$ cat config.mk
export PLATFORM = sky130hd
export DESIGN_NAME = axi_port_arbiter_flat
export DESIGN_NICKNAME = d
export VERILOG_FILES = /design/src/rtl/axi_port_arbiter_if.sv /design/src/rtl/axi_port_arbiter.sv /design/src/flat_wrapper.sv
export SDC_FILE = /design/constraint.sdc
export NUM_CORES = 1
export LEC_CHECK = 0
export BUFFER_PORTS_ARGS = -buffer_cell sky130_fd_sc_hd__buf_2
export CAP_MARGIN = 20
export CORE_AREA = 2 2 173 175
export CTS_BUF_LIST = sky130_fd_sc_hd__clkbuf_4 sky130_fd_sc_hd__clkbuf_8
export DETAILED_ROUTE_END_ITERATION = 7
export DIE_AREA = 0 0 175 177
export HOLD_SLACK_MARGIN = 0.05
export PLACE_DENSITY = 0.35
export SLEW_MARGIN = 20
export SYNTH_ARGS = -nofsm -noshare
export SYNTH_HDL_FRONTEND = slang
export SYNTH_SLANG_ARGS = --single-unit
$ cat constraint.sdc
create_clock -name clk -period 3.45 [get_ports clk]
set_clock_uncertainty 0.15 [all_clocks]
set_input_delay 0.69 -clock clk [delete_from_list [all_inputs] [get_ports clk]]
set_output_delay 0.69 -clock clk [all_outputs]
set_load 0.02 [all_outputs]
$ cat src/rtl/axi_port_arbiter_if.sv
// Bundle of requester-side and AXI master-side channels seen by axi_port_arbiter.
// The master modport is the arbiter's view; slave is the view of requesters plus the external bus.
interface axi_port_arbiter_if #(
   parameter int unsigned NUM_REQ = 2,
   parameter int unsigned ADDR_W  = 32,
   parameter int unsigned DATA_W  = 32
);
   localparam int unsigned STRB_W = DATA_W / 8;

   // Requester side
   logic [NUM_REQ-1:0]        s_arvalid;
   logic [NUM_REQ-1:0]        s_arlock;
   logic [NUM_REQ*ADDR_W-1:0] s_araddr;
   logic [NUM_REQ-1:0]        s_arready;
   logic [NUM_REQ-1:0]        s_rvalid;
   logic [DATA_W-1:0]         s_rdata;
   logic [1:0]                s_rresp;
   logic [NUM_REQ-1:0]        s_awvalid;
   logic [NUM_REQ-1:0]        s_awlock;
   logic [NUM_REQ*ADDR_W-1:0] s_awaddr;
   logic [NUM_REQ-1:0]        s_awready;
   logic [NUM_REQ-1:0]        s_wvalid;
   logic [NUM_REQ*DATA_W-1:0] s_wdata;
   logic [NUM_REQ*STRB_W-1:0] s_wstrb;
   logic [NUM_REQ-1:0]        s_wready;
   logic [NUM_REQ-1:0]        s_bvalid;
   logic [1:0]                s_bresp;

   // External AXI4 master port
   logic              m_arvalid;
   logic              m_arready;
   logic [ADDR_W-1:0] m_araddr;
   logic              m_arlock;
   logic [7:0]        m_arlen;
   logic [2:0]        m_arsize;
   logic [1:0]        m_arburst;
   logic [3:0]        m_arid;
   logic              m_rvalid;
   logic              m_rready;
   logic [DATA_W-1:0] m_rdata;
   logic [1:0]        m_rresp;
   logic              m_awvalid;
   logic              m_awready;
   logic [ADDR_W-1:0] m_awaddr;
   logic              m_awlock;
   logic [7:0]        m_awlen;
   logic [2:0]        m_awsize;
   logic [1:0]        m_awburst;
   logic [3:0]        m_awid;
   logic              m_wvalid;
   logic              m_wready;
   logic [DATA_W-1:0] m_wdata;
   logic [STRB_W-1:0] m_wstrb;
   logic              m_wlast;
   logic              m_bvalid;
   logic              m_bready;
   logic [1:0]        m_bresp;

   modport master (
      input  s_arvalid, s_arlock, s_araddr, s_awvalid, s_awlock, s_awaddr,
      input  s_wvalid, s_wdata, s_wstrb,
      output s_arready, s_rvalid, s_rdata, s_rresp, s_awready, s_wready, s_bvalid, s_bresp,
      output m_arvalid, m_araddr, m_arlock, m_arlen, m_arsize, m_arburst, m_arid, m_rready,
      output m_awvalid, m_awaddr, m_awlock, m_awlen, m_awsize, m_awburst, m_awid,
      output m_wvalid, m_wdata, m_wstrb, m_wlast, m_bready,
      input  m_arready, m_rvalid, m_rdata, m_rresp, m_awready, m_wready, m_bvalid, m_bresp
   );

   modport slave (
      output s_arvalid, s_arlock, s_araddr, s_awvalid, s_awlock, s_awaddr,
      output s_wvalid, s_wdata, s_wstrb,
      input  s_arready, s_rvalid, s_rdata, s_rresp, s_awready, s_wready, s_bvalid, s_bresp,
      input  m_arvalid, m_araddr, m_arlock, m_arlen, m_arsize, m_arburst, m_arid, m_rready,
      input  m_awvalid, m_awaddr, m_awlock, m_awlen, m_awsize, m_awburst, m_awid,
      input  m_wvalid, m_wdata, m_wstrb, m_wlast, m_bready,
      output m_arready, m_rvalid, m_rdata, m_rresp, m_awready, m_wready, m_bvalid, m_bresp
   );
endinterface

$ cat src/rtl/axi_port_arbiter.sv
// Round-robin arbiter sharing one single-beat AXI4 master port among NUM_REQ sub-units,
// one transaction in flight, with the grant held across exclusive (locked) sequences.
module axi_port_arbiter #(
   parameter int unsigned NUM_REQ      = 2,
   parameter int unsigned ADDR_W       = 32,
   parameter int unsigned DATA_W       = 32,
   parameter int unsigned LOCK_TIMEOUT = 64
) (
   input  logic                       clk,
   input  logic                       rst_n,
   axi_port_arbiter_if.master         bus,
   output logic [$clog2(NUM_REQ)-1:0] grant,
   output logic                       busy
);
   localparam int unsigned GrantW = $clog2(NUM_REQ);
   localparam int unsigned StrbW  = DATA_W / 8;
   localparam int unsigned CntW   = $clog2(LOCK_TIMEOUT + 1);

   typedef enum logic [2:0] {StIdle, StArIssue, StRWait, StWIssue, StBWait} state_e;

   state_e            state_q, state_d;
   logic [GrantW-1:0] grant_q, grant_d;
   logic [GrantW-1:0] rr_ptr_q, rr_ptr_d;
   logic              lock_hold_q, lock_hold_d;
   logic [CntW-1:0]   lock_cnt_q, lock_cnt_d;
   logic              aw_done_q, aw_done_d;
   logic              w_done_q, w_done_d;
   logic              ar_lock_q, ar_lock_d;

   logic [NUM_REQ-1:0] req;
   logic               found;
   logic [GrantW-1:0]  winner;
   logic [GrantW-1:0]  rr_next;
   int unsigned        idx;

   always_ff @(posedge clk or negedge rst_n) begin
      if (!rst_n) begin
         state_q     <= StIdle;
         grant_q     <= '0;
         rr_ptr_q    <= '0;
         lock_hold_q <= 1'b0;
         lock_cnt_q  <= '0;
         aw_done_q   <= 1'b0;
         w_done_q    <= 1'b0;
         ar_lock_q   <= 1'b0;
      end else begin
         state_q     <= state_d;
         grant_q     <= grant_d;
         rr_ptr_q    <= rr_ptr_d;
         lock_hold_q <= lock_hold_d;
         lock_cnt_q  <= lock_cnt_d;
         aw_done_q   <= aw_done_d;
         w_done_q    <= w_done_d;
         ar_lock_q   <= ar_lock_d;
      end
   end

   // Request/address/data muxing follows the registered grant.
   always_comb begin
      bus.m_araddr  = bus.s_araddr[int'(grant_q)*ADDR_W +: ADDR_W];
      bus.m_arlock  = bus.s_arlock[grant_q];
      bus.m_awaddr  = bus.s_awaddr[int'(grant_q)*ADDR_W +: ADDR_W];
      bus.m_awlock  = bus.s_awlock[grant_q];
      bus.m_wdata   = bus.s_wdata[int'(grant_q)*DATA_W +: DATA_W];
      bus.m_wstrb   = bus.s_wstrb[int'(grant_q)*StrbW +: StrbW];
      bus.m_arlen   = 8'd0;
      bus.m_arsize  = 3'($clog2(StrbW));
      bus.m_arburst = 2'b00;
      bus.m_arid    = 4'd0;
      bus.m_awlen   = 8'd0;
      bus.m_awsize  = 3'($clog2(StrbW));
      bus.m_awburst = 2'b00;
      bus.m_awid    = 4'd0;
      bus.m_wlast   = 1'b1;
      bus.m_rready  = 1'b1;
      bus.m_bready  = 1'b1;
      bus.s_rdata   = bus.m_rdata;
      bus.s_rresp   = bus.m_rresp;
      bus.s_bresp   = bus.m_bresp;
   end

   always_comb begin
      state_d     = state_q;
      grant_d     = grant_q;
      rr_ptr_d    = rr_ptr_q;
      lock_hold_d = lock_hold_q;
      lock_cnt_d  = lock_cnt_q;
      aw_done_d   = aw_done_q;
      w_done_d    = w_done_q;
      ar_lock_d   = ar_lock_q;
      req         = bus.s_arvalid | bus.s_awvalid;
      found       = 1'b0;
      winner      = '0;
      idx         = 0;
      rr_next     = (int'(grant_q) == NUM_REQ - 1) ? '0 : grant_q + 1'b1;

      bus.m_arvalid = 1'b0;
      bus.m_awvalid = 1'b0;
      bus.m_wvalid  = 1'b0;
      bus.s_arready = '0;
      bus.s_rvalid  = '0;
      bus.s_awready = '0;
      bus.s_wready  = '0;
      bus.s_bvalid  = '0;

      unique case (state_q)
         StIdle: begin
            // While an exclusive sequence is held, grant_q still names the holder.
            if (lock_hold_q) begin
               if (req[grant_q]) begin
                  found  = 1'b1;
                  winner = grant_q;
               end
            end else begin
               for (int k = 0; k < NUM_REQ; k++) begin
                  idx = (int'(rr_ptr_q) + k) % NUM_REQ;
                  if (!found && req[idx]) begin
                     found  = 1'b1;
                     winner = GrantW'(idx);
                  end
               end
            end
            if (found) begin
               grant_d    = winner;
               lock_cnt_d = '0;
               aw_done_d  = 1'b0;
               w_done_d   = 1'b0;
               state_d    = bus.s_awvalid[winner] ? StWIssue : StArIssue;
            end else if (lock_hold_q) begin
               if (lock_cnt_q == CntW'(LOCK_TIMEOUT - 1)) begin
                  lock_hold_d = 1'b0;
                  lock_cnt_d  = '0;
               end else begin
                  lock_cnt_d = lock_cnt_q + 1'b1;
               end
            end
         end
         StArIssue: begin
            bus.m_arvalid          = 1'b1;
            bus.s_arready[grant_q] = bus.m_arready;
            if (bus.m_arready) begin
               ar_lock_d = bus.m_arlock;
               state_d   = StRWait;
            end
         end
         StRWait: begin
            bus.s_rvalid[grant_q] = bus.m_rvalid;
            if (bus.m_rvalid) begin
               state_d     = StIdle;
               rr_ptr_d    = rr_next;
               lock_hold_d = ar_lock_q;
               lock_cnt_d  = '0;
            end
         end
         StWIssue: begin
            bus.m_awvalid          = ~aw_done_q;
            bus.m_wvalid           = ~w_done_q;
            bus.s_awready[grant_q] = bus.m_awready & ~aw_done_q;
            bus.s_wready[grant_q]  = bus.m_wready & ~w_done_q;
            aw_done_d = aw_done_q | bus.m_awready;
            w_done_d  = w_done_q | bus.m_wready;
            if (aw_done_d && w_done_d) begin
               state_d = StBWait;
            end
         end
         StBWait: begin
            bus.s_bvalid[grant_q] = bus.m_bvalid;
            if (bus.m_bvalid) begin
               state_d     = StIdle;
               rr_ptr_d    = rr_next;
               lock_hold_d = 1'b0;
            end
         end
         default: state_d = StIdle;
      endcase
   end

   assign grant = grant_q;
   assign busy  = (state_q != StIdle);
endmodule

$ cat src/flat_wrapper.sv
// flat-port wrapper written by rule: the top's interface ports become plain ports
module axi_port_arbiter_flat 
#(
   parameter int unsigned NUM_REQ      = 2,
   parameter int unsigned ADDR_W       = 32,
   parameter int unsigned DATA_W       = 32,
   parameter int unsigned LOCK_TIMEOUT = 64
)
  (clk, rst_n, grant, busy, bus_s_arvalid, bus_s_arlock, bus_s_araddr, bus_s_awvalid, bus_s_awlock, bus_s_awaddr, bus_s_wvalid, bus_s_wdata, bus_s_wstrb, bus_s_arready, bus_s_rvalid, bus_s_rdata, bus_s_rresp, bus_s_awready, bus_s_wready, bus_s_bvalid, bus_s_bresp, bus_m_arvalid, bus_m_araddr, bus_m_arlock, bus_m_arlen, bus_m_arsize, bus_m_arburst, bus_m_arid, bus_m_rready, bus_m_awvalid, bus_m_awaddr, bus_m_awlock, bus_m_awlen, bus_m_awsize, bus_m_awburst, bus_m_awid, bus_m_wvalid, bus_m_wdata, bus_m_wstrb, bus_m_wlast, bus_m_bready, bus_m_arready, bus_m_rvalid, bus_m_rdata, bus_m_rresp, bus_m_awready, bus_m_wready, bus_m_bvalid, bus_m_bresp);
  axi_port_arbiter_if #(.NUM_REQ(NUM_REQ), .ADDR_W(ADDR_W), .DATA_W(DATA_W)) bus_i ();
  input  logic clk;
  input  logic rst_n;
  output logic [$clog2(NUM_REQ)-1:0] grant;
  output logic busy;
  input wire logic [$bits(bus_i.s_arvalid)-1:0] bus_s_arvalid;
  input wire logic [$bits(bus_i.s_arlock)-1:0] bus_s_arlock;
  input wire logic [$bits(bus_i.s_araddr)-1:0] bus_s_araddr;
  input wire logic [$bits(bus_i.s_awvalid)-1:0] bus_s_awvalid;
  input wire logic [$bits(bus_i.s_awlock)-1:0] bus_s_awlock;
  input wire logic [$bits(bus_i.s_awaddr)-1:0] bus_s_awaddr;
  input wire logic [$bits(bus_i.s_wvalid)-1:0] bus_s_wvalid;
  input wire logic [$bits(bus_i.s_wdata)-1:0] bus_s_wdata;
  input wire logic [$bits(bus_i.s_wstrb)-1:0] bus_s_wstrb;
  output wire logic [$bits(bus_i.s_arready)-1:0] bus_s_arready;
  output wire logic [$bits(bus_i.s_rvalid)-1:0] bus_s_rvalid;
  output wire logic [$bits(bus_i.s_rdata)-1:0] bus_s_rdata;
  output wire logic [$bits(bus_i.s_rresp)-1:0] bus_s_rresp;
  output wire logic [$bits(bus_i.s_awready)-1:0] bus_s_awready;
  output wire logic [$bits(bus_i.s_wready)-1:0] bus_s_wready;
  output wire logic [$bits(bus_i.s_bvalid)-1:0] bus_s_bvalid;
  output wire logic [$bits(bus_i.s_bresp)-1:0] bus_s_bresp;
  output wire logic [$bits(bus_i.m_arvalid)-1:0] bus_m_arvalid;
  output wire logic [$bits(bus_i.m_araddr)-1:0] bus_m_araddr;
  output wire logic [$bits(bus_i.m_arlock)-1:0] bus_m_arlock;
  output wire logic [$bits(bus_i.m_arlen)-1:0] bus_m_arlen;
  output wire logic [$bits(bus_i.m_arsize)-1:0] bus_m_arsize;
  output wire logic [$bits(bus_i.m_arburst)-1:0] bus_m_arburst;
  output wire logic [$bits(bus_i.m_arid)-1:0] bus_m_arid;
  output wire logic [$bits(bus_i.m_rready)-1:0] bus_m_rready;
  output wire logic [$bits(bus_i.m_awvalid)-1:0] bus_m_awvalid;
  output wire logic [$bits(bus_i.m_awaddr)-1:0] bus_m_awaddr;
  output wire logic [$bits(bus_i.m_awlock)-1:0] bus_m_awlock;
  output wire logic [$bits(bus_i.m_awlen)-1:0] bus_m_awlen;
  output wire logic [$bits(bus_i.m_awsize)-1:0] bus_m_awsize;
  output wire logic [$bits(bus_i.m_awburst)-1:0] bus_m_awburst;
  output wire logic [$bits(bus_i.m_awid)-1:0] bus_m_awid;
  output wire logic [$bits(bus_i.m_wvalid)-1:0] bus_m_wvalid;
  output wire logic [$bits(bus_i.m_wdata)-1:0] bus_m_wdata;
  output wire logic [$bits(bus_i.m_wstrb)-1:0] bus_m_wstrb;
  output wire logic [$bits(bus_i.m_wlast)-1:0] bus_m_wlast;
  output wire logic [$bits(bus_i.m_bready)-1:0] bus_m_bready;
  input wire logic [$bits(bus_i.m_arready)-1:0] bus_m_arready;
  input wire logic [$bits(bus_i.m_rvalid)-1:0] bus_m_rvalid;
  input wire logic [$bits(bus_i.m_rdata)-1:0] bus_m_rdata;
  input wire logic [$bits(bus_i.m_rresp)-1:0] bus_m_rresp;
  input wire logic [$bits(bus_i.m_awready)-1:0] bus_m_awready;
  input wire logic [$bits(bus_i.m_wready)-1:0] bus_m_wready;
  input wire logic [$bits(bus_i.m_bvalid)-1:0] bus_m_bvalid;
  input wire logic [$bits(bus_i.m_bresp)-1:0] bus_m_bresp;
  assign bus_i.s_arvalid = bus_s_arvalid;
  assign bus_i.s_arlock = bus_s_arlock;
  assign bus_i.s_araddr = bus_s_araddr;
  assign bus_i.s_awvalid = bus_s_awvalid;
  assign bus_i.s_awlock = bus_s_awlock;
  assign bus_i.s_awaddr = bus_s_awaddr;
  assign bus_i.s_wvalid = bus_s_wvalid;
  assign bus_i.s_wdata = bus_s_wdata;
  assign bus_i.s_wstrb = bus_s_wstrb;
  assign bus_s_arready = bus_i.s_arready;
  assign bus_s_rvalid = bus_i.s_rvalid;
  assign bus_s_rdata = bus_i.s_rdata;
  assign bus_s_rresp = bus_i.s_rresp;
  assign bus_s_awready = bus_i.s_awready;
  assign bus_s_wready = bus_i.s_wready;
  assign bus_s_bvalid = bus_i.s_bvalid;
  assign bus_s_bresp = bus_i.s_bresp;
  assign bus_m_arvalid = bus_i.m_arvalid;
  assign bus_m_araddr = bus_i.m_araddr;
  assign bus_m_arlock = bus_i.m_arlock;
  assign bus_m_arlen = bus_i.m_arlen;
  assign bus_m_arsize = bus_i.m_arsize;
  assign bus_m_arburst = bus_i.m_arburst;
  assign bus_m_arid = bus_i.m_arid;
  assign bus_m_rready = bus_i.m_rready;
  assign bus_m_awvalid = bus_i.m_awvalid;
  assign bus_m_awaddr = bus_i.m_awaddr;
  assign bus_m_awlock = bus_i.m_awlock;
  assign bus_m_awlen = bus_i.m_awlen;
  assign bus_m_awsize = bus_i.m_awsize;
  assign bus_m_awburst = bus_i.m_awburst;
  assign bus_m_awid = bus_i.m_awid;
  assign bus_m_wvalid = bus_i.m_wvalid;
  assign bus_m_wdata = bus_i.m_wdata;
  assign bus_m_wstrb = bus_i.m_wstrb;
  assign bus_m_wlast = bus_i.m_wlast;
  assign bus_m_bready = bus_i.m_bready;
  assign bus_i.m_arready = bus_m_arready;
  assign bus_i.m_rvalid = bus_m_rvalid;
  assign bus_i.m_rdata = bus_m_rdata;
  assign bus_i.m_rresp = bus_m_rresp;
  assign bus_i.m_awready = bus_m_awready;
  assign bus_i.m_wready = bus_m_wready;
  assign bus_i.m_bvalid = bus_m_bvalid;
  assign bus_i.m_bresp = bus_m_bresp;
  axi_port_arbiter #(.NUM_REQ(NUM_REQ), .ADDR_W(ADDR_W), .DATA_W(DATA_W), .LOCK_TIMEOUT(LOCK_TIMEOUT)) u_core (.clk(clk), .rst_n(rst_n), .bus(bus_i), .grant(grant), .busy(busy));
endmodule
# Word-level counts from Yosys, hierarchy flattened
# Index checks and enable logic that the tools add are counted.
dict set report word_totals {
  input_bits 253
  memories 0
  ramBits 0
  wordCells 120
  mem_bits_ro 0
  latchBits 0
  reg_bits 16
  out_inout_bits 190
}
dict set report classes {
  addsub 3
  shifts 4
  n_mux 59
  n_eq_ne 12
  reduce_logical 17
  mul 0
  bitwise 12
  div_mod_pow 0
  magnitude_cmp 5
}
# op count
set op_table {}
lappend op_table {{indexed part select 64 x 7 -> 32 bit} 3}
lappend op_table {{two-way mux 1 bit} 37}
lappend op_table {{two-way mux 7 bit} 4}
lappend op_table {{two-way mux 3 bit} 5}
lappend op_table {{one-hot mux 3 bit (5 select lines)} 1}
lappend op_table {{one-hot mux 7 bit (2 select lines)} 1}
lappend op_table {{two-way mux 2 bit} 6}
lappend op_table {{bitwise AND 2 bit} 5}
lappend op_table {{< comparator 1 x 2 -> 1 bit, second input constant} 4}
lappend op_table {{inequality test 2 bit, second input constant} 4}
lappend op_table {{indexed part select 8 x 4 -> 4 bit} 1}
lappend op_table {{adder 7 x 1 -> 7 bit, second input constant} 1}
lappend op_table {{== test 7 x 6 -> 1 bit, second input constant} 1}
lappend op_table {{== test 3 x 2 -> 1 bit, second input constant} 2}
lappend op_table {{one-hot mux 1 bit (2 select lines)} 3}
lappend op_table {{AND reduction 2 bit} 3}
lappend op_table {{AND reduction 3 bit} 2}
lappend op_table {{nonzero test 2 bit} 3}
lappend op_table {{nonzero test 3 bit} 2}
lappend op_table {{AND reduction 5 bit} 1}
lappend op_table {{inequality test 2 x 1 -> 1 bit, second input constant} 2}
lappend op_table {{AND reduction 4 bit} 1}
lappend op_table {{== test 3 x 1 -> 1 bit, second input constant} 1}
lappend op_table {{== test 3 bit, second input constant} 1}
lappend op_table {{other kinds (12)} 18}

# Depth between registers and ports, before layout
# Gate-level depths: netlist of the first run.
dict set report logic_depth {
  depth_word 16
  ltp_mapped 6
}

# Least setup slack after synthesis of the first run
# Ideal clock, no wire load.
dict set report synth_timing {
  path_kind {reg-to-output}
  from {register u_core.grant_q, in the netlist u_core.grant}
  to {output port bus_s_rvalid[1]}
  stages_incl_launch_ff 5
  t_arrival_ns 1.786
  path_slack_ns 0.824
  cell_sequence {dfrtp_1 > buf_2 > buf_2 > inv_1 > nor4_1}
}
dict set report synth_between {
  elab_chain_cells 6
  word_cells_on_any_way 7
}
# item line_no
set synth_lines {}
lappend synth_lines {{from (decl)} axi_port_arbiter.sv:22} ;# logic [GrantW-1:0] grant_q, grant_d;
lappend synth_lines {{from (signal assigned)} axi_port_arbiter.sv:48} ;# grant_q <= grant_d;
lappend synth_lines {{< comparator 1 x 2 -> 1 bit (not written as such) / greater-or-equal comparator 1 bit (equally long branches)} axi_port_arbiter.sv:147} ;# bus.s_rvalid[grant_q] = bus.m_rvalid;
lappend synth_lines {{logical AND 1 bit (not written as such)} axi_port_arbiter.sv:147}
lappend synth_lines {{two-way mux 1 bit (not written as such)} axi_port_arbiter.sv:147}
lappend synth_lines {{demux 1 bit (select 1 bit) (*)} -}
lappend synth_lines {{bitwise AND 2 bit (no line) (*)} -}
lappend synth_lines {{two-way mux 2 bit (*)} axi_port_arbiter.sv:106} ;# unique case (state_q)
lappend synth_lines {{to (decl)} flat_wrapper.sv:25} ;# output wire logic [$bits(bus_i.s_rvalid)-1:0] bus_s_rvalid;
# Mark *: on every way between the ends. The rest lies on a longest branch, timed or not.

# Worst setup path in the final report of the first run
dict set report layout_timing {
  from {register u_core.grant_q, in the netlist u_core.grant}
  to {output port bus_m_wdata[2]}
}
dict set report layout_between {
  elab_chain_cells 1
}
# item line_no
set layout_lines {}
lappend layout_lines {{indexed part select 64 x 7 -> 32 bit} axi_port_arbiter.sv:64} ;# bus.m_wdata = bus.s_wdata[int'(grant_q)*DATA_W +: DATA_W];
lappend layout_lines {{to (decl)} flat_wrapper.sv:48} ;# output wire logic [$bits(bus_i.m_wdata)-1:0] bus_m_wdata;
# No other way between the ends.

==> results of run 1 <==
cell usage after synthesis (2+ instances only):
master	count	area, um^2
mux2_2	105	1180
buf_4	74	556
dfrtp_1	16	400
buf_2	13	65.1
nor2_1	11	41.3
inv_1	9	33.8
nand2_1	7	26.3
and3_1	5	31.3
nand3_1	5	25.0
a21oi_1	4	20.0
nor4_1	4	25.0
o21ai_0	4	20.0
a21o_1	3	22.5
a22o_1	3	26.3
and2_1	3	18.8
nand2b_1	3	18.8
nor3_1	3	15.0
o22ai_1	3	18.8
or3_1	3	18.8
a31oi_1	2	12.5
clkbuf_1	2	7.51
conb_1	2	7.51
nor3b_1	2	15.0
o21bai_1	2	15.0
power groups by stage:
stage	sequential [mW]	clock, mW	combinational (mW)
after floorplan	0.298	0	1.79
after global placement	0.379	0	2.36
after detailed placement	0.376	0	2.36
after CTS	0.373	0.160	2.37
after global routing	0.390	0.171	2.49
final	0.371	0.154	2.32
metal layers:
metal / routed length [um] / part of all wire (%)
met2: 7020 / 50
met3: 1260 / 8.9
met1: 5770 / 41
met4: 61 / 0.43
met5: 0 / 0
metrics by stage:
step                      instance area (um^2)  util, %  setup slack (ns)  total power [mW]
after floorplan                           3020        -             0.824              2.09
after global placement                    4560     15.6              1.04              2.74
after detailed placement                  4560     15.6              1.04              2.73
after CTS                                 4610     15.8             0.765              2.90
after global routing                      4610     15.8             0.707              3.05
final                                     4610     15.8             0.816              2.85
worst max-delay path: cells and delay by family, from the launching register on:
| kind | cells | cell delay [ns] |
|---|---|---|
| buffers and inverters | 2 | 0.57 |
| DFF | 1 | 0.52 |
| muxes | 1 | 0.42 |
path summary, 6_finish.rpt:
check | to | slack [ns]
hold reg to reg | u_core.lock_cnt_q[6] | 0.33
max in group asynchronous | u_core.grant | 2.62
setup reg to reg | u_core.state_q[1] | 1.12
min in group clk | u_core.lock_cnt_q[6] | 0.33
setup / recovery | bus_m_wdata[2] | 0.82
hold / removal | u_core.lock_cnt_q[3] | 0.21
final cells by class:
class,count,area share [%]
multi-input combinational,232,42.3
tap,390,10.6
inverter,9,0.733
sequential,16,8.77
timing repair buffer,333,36.5
clock buffer,4,1.06
cell families after synthesis:
logic type	synth area share, %
multiplexers	41.2
flip-flops	13.8
AND/OR/NAND/NOR	11.6
buffers and inverters	23.3
adder cells (fa/ha/maj)	0.433
other	0.260
AO/OA/AOI/OAI	9.39
layout by cell type, fill, tap and decap left out, drive strengths merged, types with 4 or more instances in the layout:
| cell type | count |
|---|---|
| buf | 333 |
| inv | 9 |
| a21oi | 4 |
| dfrtp | 16 |
| nor4 | 6 |
| o21ai | 4 |
| clkbuf | 4 |
| and3 | 5 |
| nand3 | 5 |
| nor3 | 4 |
| nor2 | 11 |
| nand2 | 7 |
| a22o | 4 |
| conb | 37 |
| mux2 | 105 |
flip-flops by register name (all words and copies together) (netlist names):
| signal | cells |
|---|---|
| u_core.lock_cnt_q | 7 |
| u_core.state_q | 3 |
| u_core.grant | 1 |
| u_core.lock_hold_q | 1 |
| u_core.w_done_q | 1 |
| u_core.rr_ptr_q | 1 |
| u_core.ar_lock_q | 1 |
| u_core.aw_done_q | 1 |
==> results.cfg, run 1 <==
[synthesis]
async_flop_share_pct = 100
synth_edf_count = 0
syn_area_per_cell_um2 = 9.27
ys.flop_type = dfrtp_1
yosysSeqAreaShare_pct = 13.8
synth_warnings = 0
synth_cell_types = 48
syn_area_um2 = 2890
ys_ff_latch = 16
syn_inst = 312

[floorplan]
die_x_um = 175
ios = 443
die_area_um2 = 31000
core_um2 = 29200
die_y_um = 177
rows = 63
start_util_pct = 9.89

[global_routing]
globalRoute.busiestLayer = met2
track_usage_pct = 8.05
globalRoute.totalOverflow = 0
grtUsageMet1_pct = 9.57
grt_antenna_before_repair = 0
grt_max_degree = 72
grt_pass1_wl_mm = 18.9
grt_pass1_vias = 3033
use_met3_pct = 2.34
grt_use_met2_pct = 14.7

[sta]
max_freq_mhz = 380
rsz0062_at_grt = no
slew_violations = 0
tns_ns = 0
finalCritPeriodShare_pct = 76.3
hold_viol_final = 0
setup_viol = 0
hold_slack_ns = 0.213
period_minus_slack_ns = 2.63

[critical_path]
critPathMaxFanout = 33
crit_type = reg2out
cp-start-kind = register
crit_chain = buf_4, mux2_2, buf_2
worstSetupEndpointType = output pin
crit_slowest_cell = dfrtp_4
max_stage_delay_ns = 0.52
reg2reg_from = u_core.grant
crit_arrival_ns = 1.79
worstSetupStartpoint = u_core.grant
reg2reg_depth = 5
cp.required_ns = 2.61

[finish]
seq_area_um2 = 404
final_nets = 849
areaGrowthSynthToFinish_pct = 59.4
multiInputGateArea_um2 = 1950
diodes = 0
final_layout_size_suffix_gt1_share_pct = 76.1
fillerInstances = 3378
stdcell_count = 984

[detailed_routing]
avgRoutedWirePerCell_um = 14.3
via_per_inst = 3.32
firstDrtPassIters = 4
wl_mm = 14.1
drt_iter0_drc = 60
drc = 0
ant_nets = 0
vias = 3271

[clock_network]
root_buffer = clkbuf_8
cts_sinks = 16
clk_path_buf_depth = 2
clk_pin_slew_ns = 0.07
cts_htree_levels = 1
clk_latency_ns = 0.25
cts_tree = done
cts_made_buffers = 3
cts_setup_buffers = 0
cts_resized = 0
ctsHoldBuffers = 0

[power]
ir_drop_mv = 0.215
power.switching_mw = 1.52
powerDensity_nw_per_um2 = 618
clkPwrFrac_pct = 5.4
switching_share_pct = 53.5
p_leak_nw = 2.37
seqPwrFrac_pct = 13.0
combPwrFrac_pct = 81.6
internal_power_mw = 1.33

[placed_design]
gp_congestion = 0.718
post-dp-hpwl_mm = 12.6
io_buffer_count = 331
dp_cells = 980

[flow_run]
drv_cap = 0

[min_path]
hp-class = in2async

[outcome]
status = completed
No activity file was read; power rests on OpenSTA's default activity.
==> run 2: changes to the inputs <==
--- a/config.mk
+++ b/config.mk
@@ -7,12 +7,12 @@
 export LEC_CHECK = 0
 export BUFFER_PORTS_ARGS = -buffer_cell sky130_fd_sc_hd__buf_2
 export CAP_MARGIN = 20
-export CORE_AREA = 2 2 173 175
+export CORE_AREA = 2 2 175 177
 export CTS_BUF_LIST = sky130_fd_sc_hd__clkbuf_4 sky130_fd_sc_hd__clkbuf_8
 export DETAILED_ROUTE_END_ITERATION = 7
-export DIE_AREA = 0 0 175 177
+export DIE_AREA = 0 0 177 179
 export HOLD_SLACK_MARGIN = 0.05
-export PLACE_DENSITY = 0.35
+export PLACE_DENSITY = 0.36
 export SLEW_MARGIN = 20
 export SYNTH_ARGS = -nofsm -noshare
 export SYNTH_HDL_FRONTEND = slang
==> constraint.sdc (replaced) <==
create_clock -name clk -period 2.4 [get_ports clk]
set_clock_uncertainty 0.15 [all_clocks]
set_input_delay 0.48 -clock clk [delete_from_list [all_inputs] [get_ports clk]]
set_output_delay 0.48 -clock clk [all_outputs]
set_load 0.02 [all_outputs]
==> run 2 against run 1 <==
  * Final area is 3.0% higher
  * Non-clock buffer count is 11 higher
  * Critical endpoint is now bus_m_araddr[21]
  * Core utilization hardly changed
  * Sequential share of layout area is 0.25 points lower
==> results.cfg, run 2 (synthesis gave the netlist of run 1 again) <==
[detailed_routing]
drt_iter0_drc = 138
ant_nets = 0
wl_mm = 16.1
via_per_inst = 3.34
drc = 0
avgRoutedWirePerCell_um = 16.0
firstDrtPassIters = 4
vias = 3361

[clock_network]
clk_pin_slew_ns = 0.07
clk_path_buf_depth = 2
root_buffer = clkbuf_8
clk_latency_ns = 0.26
cts_made_buffers = 3
cts_htree_levels = 1
cts_sinks = 16
cts_tree = done

[global_routing]
globalRoute.totalOverflow = 0
track_usage_pct = 9.31
grt_max_degree = 32
grt_pass1_vias = 3088
grt_pass1_wl_mm = 21.0
grt_antenna_before_repair = 15

[critical_path]
reg2reg_depth = 4
path_delay_family = flip-flops
cp.required_ns = 1.77
max_stage_delay_ns = 0.59
path_buf_inv = 2
crit_slowest_cell = dfrtp_4
cp-start-kind = register
endpoint = bus_m_araddr[21]
worstSetupStartpoint = u_core.grant
r2r_slack_ns = 0.39
crit_type = reg2out
r2r-end = u_core.state_q[1]
worstSetupEndpointType = output pin
critPathMaxFanout = 19
worst-path-stages = 3
crit_arrival_ns = 1.68
reg2reg_from = u_core.grant
crit_chain = buf_6, mux2_2, buf_2

[finish]
post-route-util_pct = 15.8
multiInputGateArea_um2 = 1960
final_area_um2 = 4740
final_layout_size_suffix_gt1_share_pct = 76.7
seq_area_um2 = 404
fillerInstances = 3468
areaGrowthSynthToFinish_pct = 64.1
final_common_cell = buf_2
reg.largest.list = u_core.lock_cnt_q: 7 flops, u_core.state_q: 3 flops
largest_register_ffs = 7
regMostFlops = u_core.lock_cnt_q
stdcell_count = 1007
final_nets = 860
layout_common_cells = buf_2 (331), mux2_2 (105), conb_1 (37), dfrtp_1 (15), nor2_1 (11)

[flow_run]
drv_cap = 0

[floorplan]
rows = 64
ios = 443
die_x_um = 177
start_util_pct = 9.63
die_y_um = 179
core_um2 = 30000
die_area_um2 = 31700

[placed_design]
placed_area_um2 = 4650
gp_congestion = 0.730
post-dp-hpwl_mm = 14.5
pre_cts_slack_ns = 0.215
dp_cells = 994
io_buffer_count = 331

[sta]
tns_ns = 0
setup_ws_ns = 0.0886
hold_viol_final = 0
hold_slack_ns = 0.313
finalCritPeriodShare_pct = 96.3
rsz0062_at_grt = no
slew_violations = 0
max_freq_mhz = 433
period_minus_slack_ns = 2.31
setup_viol = 0

[power]
powerDensity_nw_per_um2 = 907
p_total_mw = 4.30
ir_drop_mv = 0.439
p_leak_nw = 2.43

[outcome]
status = completed

[min_path]
hp-class = in2reg
## run 2: cell types whose count changed in the layout (fill, tap and decap cells not counted)
cell	previous run	this run
nand2b_2	0	1
buf_12	1	2
diode_2	0	6
dlygate4sd3_1	0	1
nor4_1	4	3
buf_4	1	8
buf_6	0	2
nand2b_1	3	2
nor4_2	1	2
## run 2: power by group
part / internal, mW / total [mW] / switching (mW)
Combinational: 1.56 / 3.54 / 1.99
Clock: 0.129 / 0.230 / 0.101
Sequential: 0.355 / 0.530 / 0.175
## run 2: metal layers
layer / GRT usage [%] / wire (um) / up-vias
met5: 0 / 46 / -
met4: 1.03 / 84 / 6
met3: 5.56 / 2510 / 15
met2: 13.8 / 6500 / 222
met1: 11.9 / 6930 / 1508
li1: - / - / 1610
## run 2: timing repair
action	in CTS	in global routing
pin swaps	0	0
resized for setup	0	3
endpoints found under the setup margin	26	31
endpoints found under the hold margin	16	0
hold buffers	1	0
cloned	0	0
buffers inserted	1	1
## run 2: worst min-delay path by stage
stage | startpoint | endpoint | slack [ns] | cells past startpoint
after floorplan | rst_n | u_core.ar_lock_q | 0.03 | 0
after global placement | rst_n | u_core.lock_cnt_q[1] | 0.29 | 1
after detailed placement | rst_n | u_core.lock_cnt_q[2] | 0.29 | 1
after CTS | bus_m_bvalid | u_core.state_q[2] | 0.31 | 2
after global routing | bus_m_bvalid | u_core.state_q[2] | 0.34 | 2
final | bus_m_bvalid | u_core.state_q[2] | 0.31 | 2
## run 2: area by class of cell
class	count	area share [%]
antenna	6	0.316
clock buffer	4	1.03
inverter	9	0.712
multi-input combinational	232	41.3
sequential	16	8.52
tap	396	10.4
timing repair buffer	344	37.7
